File: config.mk
export PLATFORM = sky130hd
export DESIGN_NAME = uart_ber_tester
export DESIGN_NICKNAME = d
export VERILOG_FILES = /design/src/rtl/uart_ber_tester.sv
export SDC_FILE = /design/constraint.sdc
export NUM_CORES = 1
export LEC_CHECK = 0
export BUFFER_PORTS_ARGS = -buffer_cell sky130_fd_sc_hd__buf_2
export CORE_MARGIN = 1.5
export CORE_UTILIZATION = 56
export CTS_CLUSTER_DIAMETER = 200
export DETAILED_ROUTE_END_ITERATION = 10
export PLACE_DENSITY = 0.85
export SYNTH_ARGS = -nofsm -noshare
export SYNTH_HDL_FRONTEND = slang
export SYNTH_SLANG_ARGS = --single-unit
File: constraint.sdc
create_clock -name clk -period 3.8 [get_ports clk]
set_input_delay 0.76 -clock clk [delete_from_list [all_inputs] [get_ports clk]]
set_output_delay 0.76 -clock clk [all_outputs]
set_load 0.005 [all_outputs]
File: src/rtl/uart_ber_tester.sv
// Link exerciser: sends an incrementing byte stream as UART frames and checks the echo
// returned by the transceiver, counting mismatches, framing errors and echo timeouts.
module uart_ber_tester #(
   parameter int         CLKS_PER_BIT = 8,
   parameter int         NUM_BYTES    = 256,
   parameter logic [7:0] SEED         = 8'h00,
   parameter int         LAG          = 0,
   parameter int         TIMEOUT_BITS = 40
) (
   input  logic        clk,
   input  logic        rst,
   input  logic        start,
   output logic        tx_serial,
   input  logic        rx_serial,
   output logic        busy,
   output logic        done,
   output logic        pass,
   output logic [15:0] err_cnt,
   output logic [15:0] byte_cnt
);

   localparam int               CNT_W     = $clog2(CLKS_PER_BIT);
   localparam int               TO_CYCLES = TIMEOUT_BITS * CLKS_PER_BIT;
   localparam int               TO_W      = $clog2(TO_CYCLES + 1);
   localparam logic [CNT_W-1:0] CNT_ZERO  = CNT_W'(0);
   localparam logic [CNT_W-1:0] CNT_ONE   = CNT_W'(1);
   localparam logic [CNT_W-1:0] BIT_LAST  = CNT_W'(CLKS_PER_BIT - 1);
   localparam logic [CNT_W-1:0] HALF_LAST = CNT_W'(CLKS_PER_BIT / 2 - 1);
   localparam logic [TO_W-1:0]  TO_RELOAD = TO_W'(TO_CYCLES - 1);
   localparam logic [TO_W-1:0]  TO_ZERO   = TO_W'(0);
   localparam logic [TO_W-1:0]  TO_ONE    = TO_W'(1);
   localparam logic [15:0]      NUM_LAST  = 16'(NUM_BYTES);
   localparam logic [1:0]       LAG_IDX   = 2'(LAG);

   typedef enum logic [2:0] {
      S_IDLE  = 3'd0,
      S_SEND  = 3'd1,
      S_WAIT  = 3'd2,
      S_CHECK = 3'd3,
      S_NEXT  = 3'd4,
      S_DONE  = 3'd5
   } state_t;

   function automatic logic [15:0] sat_inc16(input logic [15:0] v);
      return (v == 16'hFFFF) ? v : v + 16'd1;
   endfunction

   // receive side
   logic             rx_meta_r;
   logic             rx_sync_r;
   logic             rx_prev_r;
   logic             rx_active_r;
   logic [CNT_W-1:0] rx_clk_r;
   logic [3:0]       rx_bit_r;
   logic [7:0]       rx_shift_r;
   logic [7:0]       rx_data_r;
   logic             rx_ferr_r;
   logic             rx_valid_r;

   // transmit side and run control
   state_t           state_r;
   logic [7:0]       byte_r;
   logic [8:0]       tx_frame_r;
   logic [CNT_W-1:0] tx_clk_r;
   logic [3:0]       tx_bit_r;
   logic             tx_r;
   logic             busy_r;
   logic             done_r;
   logic             pass_r;
   logic [15:0]      err_r;
   logic [15:0]      bcnt_r;
   logic [TO_W-1:0]  to_r;
   logic             rx_pend_r;
   logic [1:0]       disc_r;
   logic [7:0]       hist_r [0:3];

   assign tx_serial = tx_r;
   assign busy      = busy_r;
   assign done      = done_r;
   assign pass      = pass_r;
   assign err_cnt   = err_r;
   assign byte_cnt  = bcnt_r;

   // Free-running deserialiser; a start edge is confirmed half a bit later to reject glitches
   always_ff @(posedge clk) begin
      if (rst) begin
         rx_meta_r   <= 1'b1;
         rx_sync_r   <= 1'b1;
         rx_prev_r   <= 1'b1;
         rx_active_r <= 1'b0;
         rx_clk_r    <= CNT_ZERO;
         rx_bit_r    <= 4'd0;
         rx_shift_r  <= 8'h00;
         rx_data_r   <= 8'h00;
         rx_ferr_r   <= 1'b0;
         rx_valid_r  <= 1'b0;
      end else begin
         rx_meta_r  <= rx_serial;
         rx_sync_r  <= rx_meta_r;
         rx_prev_r  <= rx_sync_r;
         rx_valid_r <= 1'b0;
         if (!rx_active_r) begin
            if (rx_prev_r && !rx_sync_r) begin
               rx_active_r <= 1'b1;
               rx_clk_r    <= CNT_ZERO;
               rx_bit_r    <= 4'd0;
            end
         end else if (rx_clk_r == ((rx_bit_r == 4'd0) ? HALF_LAST : BIT_LAST)) begin
            rx_clk_r <= CNT_ZERO;
            if (rx_bit_r == 4'd0) begin
               if (rx_sync_r) begin
                  rx_active_r <= 1'b0;
               end else begin
                  rx_bit_r <= 4'd1;
               end
            end else if (rx_bit_r == 4'd9) begin
               rx_active_r <= 1'b0;
               rx_valid_r  <= 1'b1;
               rx_data_r   <= rx_shift_r;
               rx_ferr_r   <= !rx_sync_r;
            end else begin
               rx_shift_r <= {rx_sync_r, rx_shift_r[7:1]};
               rx_bit_r   <= rx_bit_r + 4'd1;
            end
         end else begin
            rx_clk_r <= rx_clk_r + CNT_ONE;
         end
      end
   end

   // Run sequencer: send a frame, await its echo, score it, advance
   always_ff @(posedge clk) begin
      if (rst) begin
         state_r    <= S_IDLE;
         byte_r     <= 8'h00;
         tx_frame_r <= 9'h1FF;
         tx_clk_r   <= CNT_ZERO;
         tx_bit_r   <= 4'd0;
         tx_r       <= 1'b1;
         busy_r     <= 1'b0;
         done_r     <= 1'b0;
         pass_r     <= 1'b0;
         err_r      <= 16'd0;
         bcnt_r     <= 16'd0;
         to_r       <= TO_ZERO;
         rx_pend_r  <= 1'b0;
         disc_r     <= 2'd0;
         hist_r[0]  <= 8'h00;
         hist_r[1]  <= 8'h00;
         hist_r[2]  <= 8'h00;
         hist_r[3]  <= 8'h00;
      end else begin
         case (state_r)
            S_IDLE: begin
               done_r <= 1'b0;
               if (start) begin
                  state_r    <= S_SEND;
                  err_r      <= 16'd0;
                  bcnt_r     <= 16'd0;
                  pass_r     <= 1'b0;
                  busy_r     <= 1'b1;
                  byte_r     <= SEED;
                  tx_frame_r <= {1'b1, SEED};
                  tx_r       <= 1'b0;
                  tx_clk_r   <= CNT_ZERO;
                  tx_bit_r   <= 4'd0;
                  rx_pend_r  <= 1'b0;
                  disc_r     <= LAG_IDX;
               end
            end
            S_SEND: begin
               if (tx_clk_r == BIT_LAST) begin
                  tx_clk_r <= CNT_ZERO;
                  if (tx_bit_r == 4'd9) begin
                     bcnt_r    <= bcnt_r + 16'd1;
                     hist_r[0] <= byte_r;
                     hist_r[1] <= hist_r[0];
                     hist_r[2] <= hist_r[1];
                     hist_r[3] <= hist_r[2];
                     to_r      <= TO_RELOAD;
                     state_r   <= S_WAIT;
                  end else begin
                     tx_r       <= tx_frame_r[0];
                     tx_frame_r <= {1'b1, tx_frame_r[8:1]};
                     tx_bit_r   <= tx_bit_r + 4'd1;
                  end
               end else begin
                  tx_clk_r <= tx_clk_r + CNT_ONE;
               end
            end
            S_WAIT: begin
               if (rx_pend_r) begin
                  rx_pend_r <= 1'b0;
                  state_r   <= S_CHECK;
               end else if (to_r == TO_ZERO) begin
                  err_r   <= sat_inc16(err_r);
                  state_r <= S_NEXT;
               end else begin
                  to_r <= to_r - TO_ONE;
               end
            end
            S_CHECK: begin
               // echoes of bytes sent before the run started are dropped unscored
               if (disc_r != 2'd0) begin
                  disc_r <= disc_r - 2'd1;
               end else if (rx_ferr_r || (rx_data_r != hist_r[LAG_IDX])) begin
                  err_r <= sat_inc16(err_r);
               end else begin
                  err_r <= err_r;
               end
               state_r <= S_NEXT;
            end
            S_NEXT: begin
               if (bcnt_r == NUM_LAST) begin
                  state_r <= S_DONE;
                  done_r  <= 1'b1;
                  busy_r  <= 1'b0;
                  pass_r  <= (err_r == 16'd0);
               end else begin
                  state_r    <= S_SEND;
                  byte_r     <= byte_r + 8'd1;
                  tx_frame_r <= {1'b1, byte_r + 8'd1};
                  tx_r       <= 1'b0;
                  tx_clk_r   <= CNT_ZERO;
                  tx_bit_r   <= 4'd0;
               end
            end
            S_DONE: begin
               done_r  <= 1'b0;
               state_r <= S_IDLE;
            end
            default: begin
               state_r <= S_IDLE;
               busy_r  <= 1'b0;
               done_r  <= 1'b0;
               tx_r    <= 1'b1;
            end
         endcase
         if (rx_valid_r && (state_r != S_IDLE)) begin
            rx_pend_r <= 1'b1;
         end
      end
   end

endmodule

==> results of run 1 <==
where the power goes:
part | internal [uW] | total (uW) | switching, uW
sequential | 1220 | 1280 | 60.6
combinational | 135 | 362 | 227
clock | 363 | 756 | 392
total | 1720 | 2400 | 680
cell type report:
cell class / instances / area share, %
multi-input combinational: 489 / 51.34
sequential: 111 / 37.28
timing repair buffer: 43 / 3.647
clock buffer: 12 / 2.694
tap: 133 / 2.694
inverter: 25 / 1.519
clock inverter: 4 / 0.8306
kinds of logic (layout without fill, tap and decap cells):
| group | count (synthesis) | in the layout |
|---|---|---|
| flip-flops | 111 | 111 |
| adder cells (fa/ha/maj) | 15 | 15 |
| multiplexers | 19 | 19 |
| buffers and inverters | 63 | 84 |
| XOR/XNOR | 29 | 29 |
| AND/OR/NAND/NOR | 258 | 258 |
| AO/OA/AOI/OAI | 168 | 168 |
worst register-to-register path, cell delays in order (launching register included):
cell      delay [ns]
dfxtp_1         0.92
nor3b_4         0.49
nand3_1         0.20
o21ai_2         0.43
o21ai_0         0.31
a211oi_1        0.27
path summary, 6_finish.rpt:
kind	slack, ns	start	endpoint
worst max-delay path	1.08	state_r[2]	tx_bit_r[1]
worst min register to register	0.44	rx_meta_r	rx_sync_r
worst min-delay path	0.44	rx_meta_r	rx_sync_r
worst max register to register	1.08	state_r[2]	tx_bit_r[1]
Yosys cell counts, types with 16 or more instances:
| cell type | number |
|---|---|
| a21oi_1 | 51 |
| clkbuf_1 | 23 |
| dfxtp_1 | 103 |
| inv_1 | 24 |
| mux2i_1 | 18 |
| nand2_1 | 41 |
| nand3_1 | 34 |
| nand4_1 | 16 |
| nor2_1 | 61 |
| nor3_1 | 22 |
| nor4_1 | 16 |
| o21ai_0 | 34 |
| xor2_1 | 20 |
routing by layer:
metal	share of wire (%)	up-vias	track usage (%)
met2	49	233	41.73
li1	-	2466	-
met3	6.4	34	5.326
met5	0	-	0
met4	2.1	0	10.91
met1	42	2384	30.89
per-stage QoR:
step | instance area, um^2 | util (%)
finish | 6176 | 62.61
global route | 6176 | 62.61
CTS | 6176 | 62.61
detailed placement | 5958 | 60.40
global placement | 5958 | 60.40
floorplan | 5749 | -
state kept, by name, summed over array words and instances, names as in the netlist, 8 cells and up:
name and count:
hist_r 8, byte_r 8, to_r 9, rx_data_r 8
byte_cnt 16, rx_shift_r 8, tx_frame_r 8, err_cnt 16
==> reports/summary.txt, run 1 <==
Most frequent cells in the layout: 103 x dfxtp_1, 61 x nor2_1, 51 x a21oi_1
Ys async rst share: 0%
Reg area: 2302 um^2
Fmax: 367.6 MHz
Largest family of logic cells by synthesized area: simple AND/OR/NAND/NOR gates
CTS H-tree depth: 3
Non-Filler Instances: 817
Share of layout cells above drive strength 1: 12.72%
Top post-synthesis cells by area: dfxtp_1 36%, a21oi_1 4.4%, edfxtp_1 4.2%, nor2_1 4.0%, ha_1 3.3%
WS Path Type: flip-flop to flip-flop
Clk sinks: 111
Die Ht: 104.3 um
Crit path required time: 4.08 ns
Crit share post-route: 71.58%
Die width: 104.3 um
WHS: 0.4390 ns
Core area: 9864 um^2
Post-Synth XOR/XNOR Area: 4.418%
Most used DFF post-synth: dfxtp_1
Clock Latency Late Sink: 0.38 ns
Total gr overflow: 0
Worst Reg-to-Reg Cells: 5
Synth Area in Simple Gates: 24.27%
Most common cell after layout, fill and taps aside: dfxtp_1
Ys Warns: 0
Post-Synth Adder-Cell Area: 3.264%
GP Congestion: 0.9051
CP max stage cell: dfxtp_1
Final #Nets: 698
Post-place setup slack: 1.189 ns
Setup ws final: 1.080 ns
Row count: 36
CTS tree: done
Hold Buf Count CTS: 0
Post CTS Setup Buffer Count: 0
ANT nets after route: 0
Mean Syn Cell Area: 8.672 um^2
Global-route wire length before repair: 22,220 um
Mux share of post-synthesis cell area: 3.330%
# IOs: 40
Synth area leader: dfxtp_1
RSZ-0062 raised after global routing: false
Sequential share of the synthesized area: 40.04%
Fin crit period: 2.720 ns
Post-synthesis compound-gate area fraction: 19.87%
Hold Path Class: flip-flop to flip-flop
Longest Clk Path Bufs: 2
Max_cap viols: 0
Layout Skew: 0.02190 ns
Fin. Hold Viols: 0
Area of the multi-input gates: 3171 um^2
Worst setup SP type: flip-flop
Setup Viol. Count Final: 0
Synthesized netlist net count: 682
Slew Viols, Final: 0
Yosys top cell area share: 35.87%
Worst Tran Pin Value: 1.173 ns
Fin Setup TNS: 0 ns
Post-synth EDFFs: 8
FF+latch count, synth: 111
Antenna violations before repair: 0
Cells along the critical path: nor3b_4, nand3_1, o21ai_2, o21ai_0, a211oi_1
CP max FO: 28
Final HPWL DP: 9253 um
Relative slew slack: 21.66%
Die area: 10,880 um^2
DP Cell Count: 801
Cell variety after synth: 75
Crit path depth: 5
CP endpoint kind: flip-flop
Via/cell ratio: 6.263
Fill cells: 790
Hold Path Stages: 1
All-Layer GR Usage: 24.96%
Final Power: 2399 uW
Instance count of the mapped netlist: 663
CP arrival: 3.00 ns
Cts bufs inserted: 9
Mapped Area: 5749 um^2
Slowest Stage Delay on Critical Path: 0.92 ns
Routed WL per cell: 16.32 um
Iteration-0 DRC count of the detailed router: 460
Resized cells post-CTS: 0
Syn-to-layout area delta: 7.421%
Status: finished clean
Initial Util: 58.28%
Critical path buffer and inverter count: 0
DRC viols: 0
Pin count of the biggest net entering global routing: 71
Inserted Diodes: 0
Port bufs: 39
Pre-antenna DRT Iters: 7
Worst path top cell family by delay: compound AO/OA/AOI/OAI gates
Leakage power: 0.002332 uW
DR vias: 5,117
Vias in the first global route: 4,820
PwrDens: 388.4 nW/um^2
Worst IR Drop VDD: 0.2593 mV
Clock-pin slew on the worst setup and hold paths: 0.11 ns
WL final: 13,330 um
Clock root cell: clkbuf_8
Note: power is estimated with default switching activity, not from simulation.
==> run 2: changes to the inputs <==
--- a/config.mk
+++ b/config.mk
@@ -5,12 +5,13 @@
 export SDC_FILE = /design/constraint.sdc
 export NUM_CORES = 1
 export LEC_CHECK = 0
+export ABC_AREA = 1
 export BUFFER_PORTS_ARGS = -buffer_cell sky130_fd_sc_hd__buf_2
 export CORE_MARGIN = 1.5
-export CORE_UTILIZATION = 56
+export CORE_UTILIZATION = 55
 export CTS_CLUSTER_DIAMETER = 200
 export DETAILED_ROUTE_END_ITERATION = 10
-export PLACE_DENSITY = 0.85
+export PLACE_DENSITY = 0.86
 export SYNTH_ARGS = -nofsm -noshare
 export SYNTH_HDL_FRONTEND = slang
 export SYNTH_SLANG_ARGS = --single-unit
==> constraint.sdc (replaced) <==
create_clock -name clk -period 2.5 [get_ports clk]
set_input_delay 0.5 -clock clk [delete_from_list [all_inputs] [get_ports clk]]
set_output_delay 0.5 -clock clk [all_outputs]
set_load 0.005 [all_outputs]
==> run 2 against run 1 <==
Against the previous run:
- sequential power rose by 71%
- hold slack got worse by 0.14 ns
- sequential share of layout area fell by 2.5 points
- clock skew fell by 0.014 ns
- non-clock buffer count rose by 2
- first-iteration DRC count fell by 29%
- critical path depth rose by 4
- via count rose by 9.2%
- global-route usage fell by 1.3 points
- cell area rose by 7.1%
- critical endpoint is now err_cnt[15]
- largest power group unchanged
==> reports/summary.txt, run 2 <==
DR vias: 5,587 (+9.2%)
Die area: 11,760 um^2 (+8.0%)
Share of layout cells above drive strength 1: 14.79% (+2.1 points)
Crit share post-route: 77.50% (+5.9 points)
Setup Viol. Count Final: 0 (unchanged)
All-Layer GR Usage: 23.66% (-1.3 points)
Cell variety after synth: 49 (-35%)
Total gr overflow: 0 (unchanged)
CP max FO: 18 (-36%)
Pre-antenna DRT Iters: 5 (-2)
Setup ws final: 0.5624 ns (-0.5174 ns)
Layout Skew: 0.007529 ns (-0.01438 ns)
Final #Nets: 921 (+32%)
Ys async rst share: 0% (unchanged)
Placed Area: 6397 um^2 (+7.4%)
PwrDens: 828.5 nW/um^2 (+110%)
Syn-to-layout area delta: 8.146%
Worst setup SP type: flip-flop
ANT nets after route: 0 (unchanged)
Post-synth EDFFs: 8 (unchanged)
CP arrival: 2.25 ns (-0.75 ns)
Global-route wire length before repair: 22,460 um (+1.1%)
RSZ-0062 raised after global routing: false
Post-layout util: 60.99% (-1.6 points)
Instance count of the mapped netlist: 868 (+31%)
Crit path required time: 2.82 ns (-1.26 ns)
Hold Buf Count CTS: 0 (unchanged)
WS Path Type: flip-flop to flip-flop
Relative slew slack: 57.43% (+36 points)
Fin Setup TNS: 0 ns (unchanged)
Clock root cell: clkbuf_8
CP endpoint kind: flip-flop
Top post-synthesis cells by area: dfxtp_1 34%, nand2_1 13%, nor2_1 6.7%, inv_1 5.9%, nand3_1 5.2%
Resized cells post-CTS: 0 (unchanged)
Worst IR Drop VDD: 0.5093 mV (+96%)
Yosys top cell area share: 33.73% (-2.1 points)
DRC viols: 0 (unchanged)
FF+latch count, synth: 111 (unchanged)
GP Congestion: 0.9257 (+2.3%)
Routed WL per cell: 12.61 um (-23%)
Most frequent cells in the layout: 207 x nand2_1, 109 x nor2_1, 103 x dfxtp_1
Ys Warns: 0 (unchanged)
Port bufs: 39 (unchanged)
Mean Syn Cell Area: 7.043 um^2 (-19%)
Mapped Area: 6113 um^2 (+6.3%)
Cts bufs inserted: 9 (unchanged)
Slew Viols, Final: 0 (unchanged)
Status: finished clean
Clock Latency Late Sink: 0.38 ns (about the same)
Most used DFF post-synth: dfxtp_1
Clk sinks: 111 (unchanged)
Fin. Hold Viols: 0 (unchanged)
Vias in the first global route: 5,011 (+4.0%)
Via/cell ratio: 5.336 (-15%)
CTS tree: done
Fin crit period: 1.938 ns (-0.7826 ns)
Synth top cells by count: 207 x nand2_1, 109 x nor2_1, 103 x dfxtp_1, 96 x inv_1, 63 x nand3_1
Die Ht: 108.4 um (+3.9%)
Fmax: 516.1 MHz (+40%)
WL final: 13,200 um (-1.0%)
Antenna violations before repair: 1 (+1)
Core area: 10,840 um^2 (+9.9%)
Row count: 38 (+5.6%)
Worst Tran Pin Value: 0.6386 ns (-0.5341 ns)
# IOs: 40 (unchanged)
Final HPWL DP: 9456 um (+2.2%)
Clock-pin slew on the worst setup and hold paths: 0.09 ns (-0.02 ns)
Synthesized netlist net count: 887 (+30%)
Hold Path Class: input pin to flip-flop
Leakage power: 0.002703 uW (+16%)
Synth area leader: dfxtp_1
Most common cell after layout, fill and taps aside: nand2_1
CTS H-tree depth: 3 (unchanged)
Initial Util: 56.39% (-1.9 points)
Die width: 108.4 um (+3.9%)
Top-count cell post-synth: nand2_1
Max_cap viols: 0 (unchanged)
Design area: 6611 um^2 (+7.1%)
Post-place setup slack: 0.6319 ns (-0.5574 ns)
Longest Clk Path Bufs: 2 (unchanged)
Post CTS Setup Buffer Count: 0 (unchanged)
Iteration-0 DRC count of the detailed router: 328 (-29%)
Pin count of the biggest net entering global routing: 55 (-23%)
Sequential share of the synthesized area: 37.66% (-2.4 points)
==> run 2: worst max-delay path: stages (launching register included) <==
cell	delay, ns
dfxtp_1	0.51
ha_1	0.24
nand2_1	0.08
nor2_1	0.19
nand2_1	0.12
o21ai_1	0.17
nand2_2	0.09
nand3_4	0.23
nand2_1	0.11
a21oi_2	0.14
==> run 2: path summary, 6_finish.rpt <==
kind	from	endpoint	slack [ns]	cells after the start
hold / removal	rx_serial	rx_meta_r	0.30	2
setup / recovery	err_cnt[0]	err_cnt[15]	0.56	9
hold reg to reg	rx_meta_r	rx_sync_r	0.43	1
setup reg to reg	err_cnt[0]	err_cnt[15]	0.56	9
==> run 2: per-layer routing <==
| layer | vias up | global-route usage [%] | share of wire (%) |
|---|---|---|---|
| met5 | - | 0 | 0 |
| met4 | 0 | 7.613 | 1.5 |
| met3 | 17 | 4.581 | 4.6 |
| met2 | 132 | 38.23 | 46 |
| met1 | 2549 | 31.76 | 48 |
| li1 | 2889 | - | - |
==> run 2: cell type report <==
type	instances	area, um^2
repair buffers	45	240.2
diodes	1	2.502
flip-flops and latches	111	2302
multi-input cells	625	3257
clock inverters	4	70.07
fillers	997	4229
well taps	140	175.2
inverters	110	422.9
clock buffers	11	141.4
==> run 2: power by group <==
part           switching [uW]  internal, uW  total [uW]  leakage, uW
Sequential                189          2000        2190     0.000917
Clock                     579           584        1160     0.000109
Combinational            1460           663        2120      0.00168
Total                    2230          3250        5480      0.00270
==> run 2: through the flow <==
stage | total power [uW] | hold slack (ns) | cells
after floorplan | 3995 | 0.3895 | 868
after global placement | 4290 | 0.4035 | 1031
after detailed placement | 4325 | 0.4049 | 1031
after CTS | 5475 | 0.2888 | 1046
after global routing | 5861 | 0.3019 | 1046
final | 5477 | 0.2960 | 1047
==> run 2: cell families after synthesis <==
family | synth area share [%]
xor+xnor | 1.433
simple gates | 36.04
buf+inv | 9.067
flops | 37.66
fa+ha+maj | 3.070
compound gates | 12.73
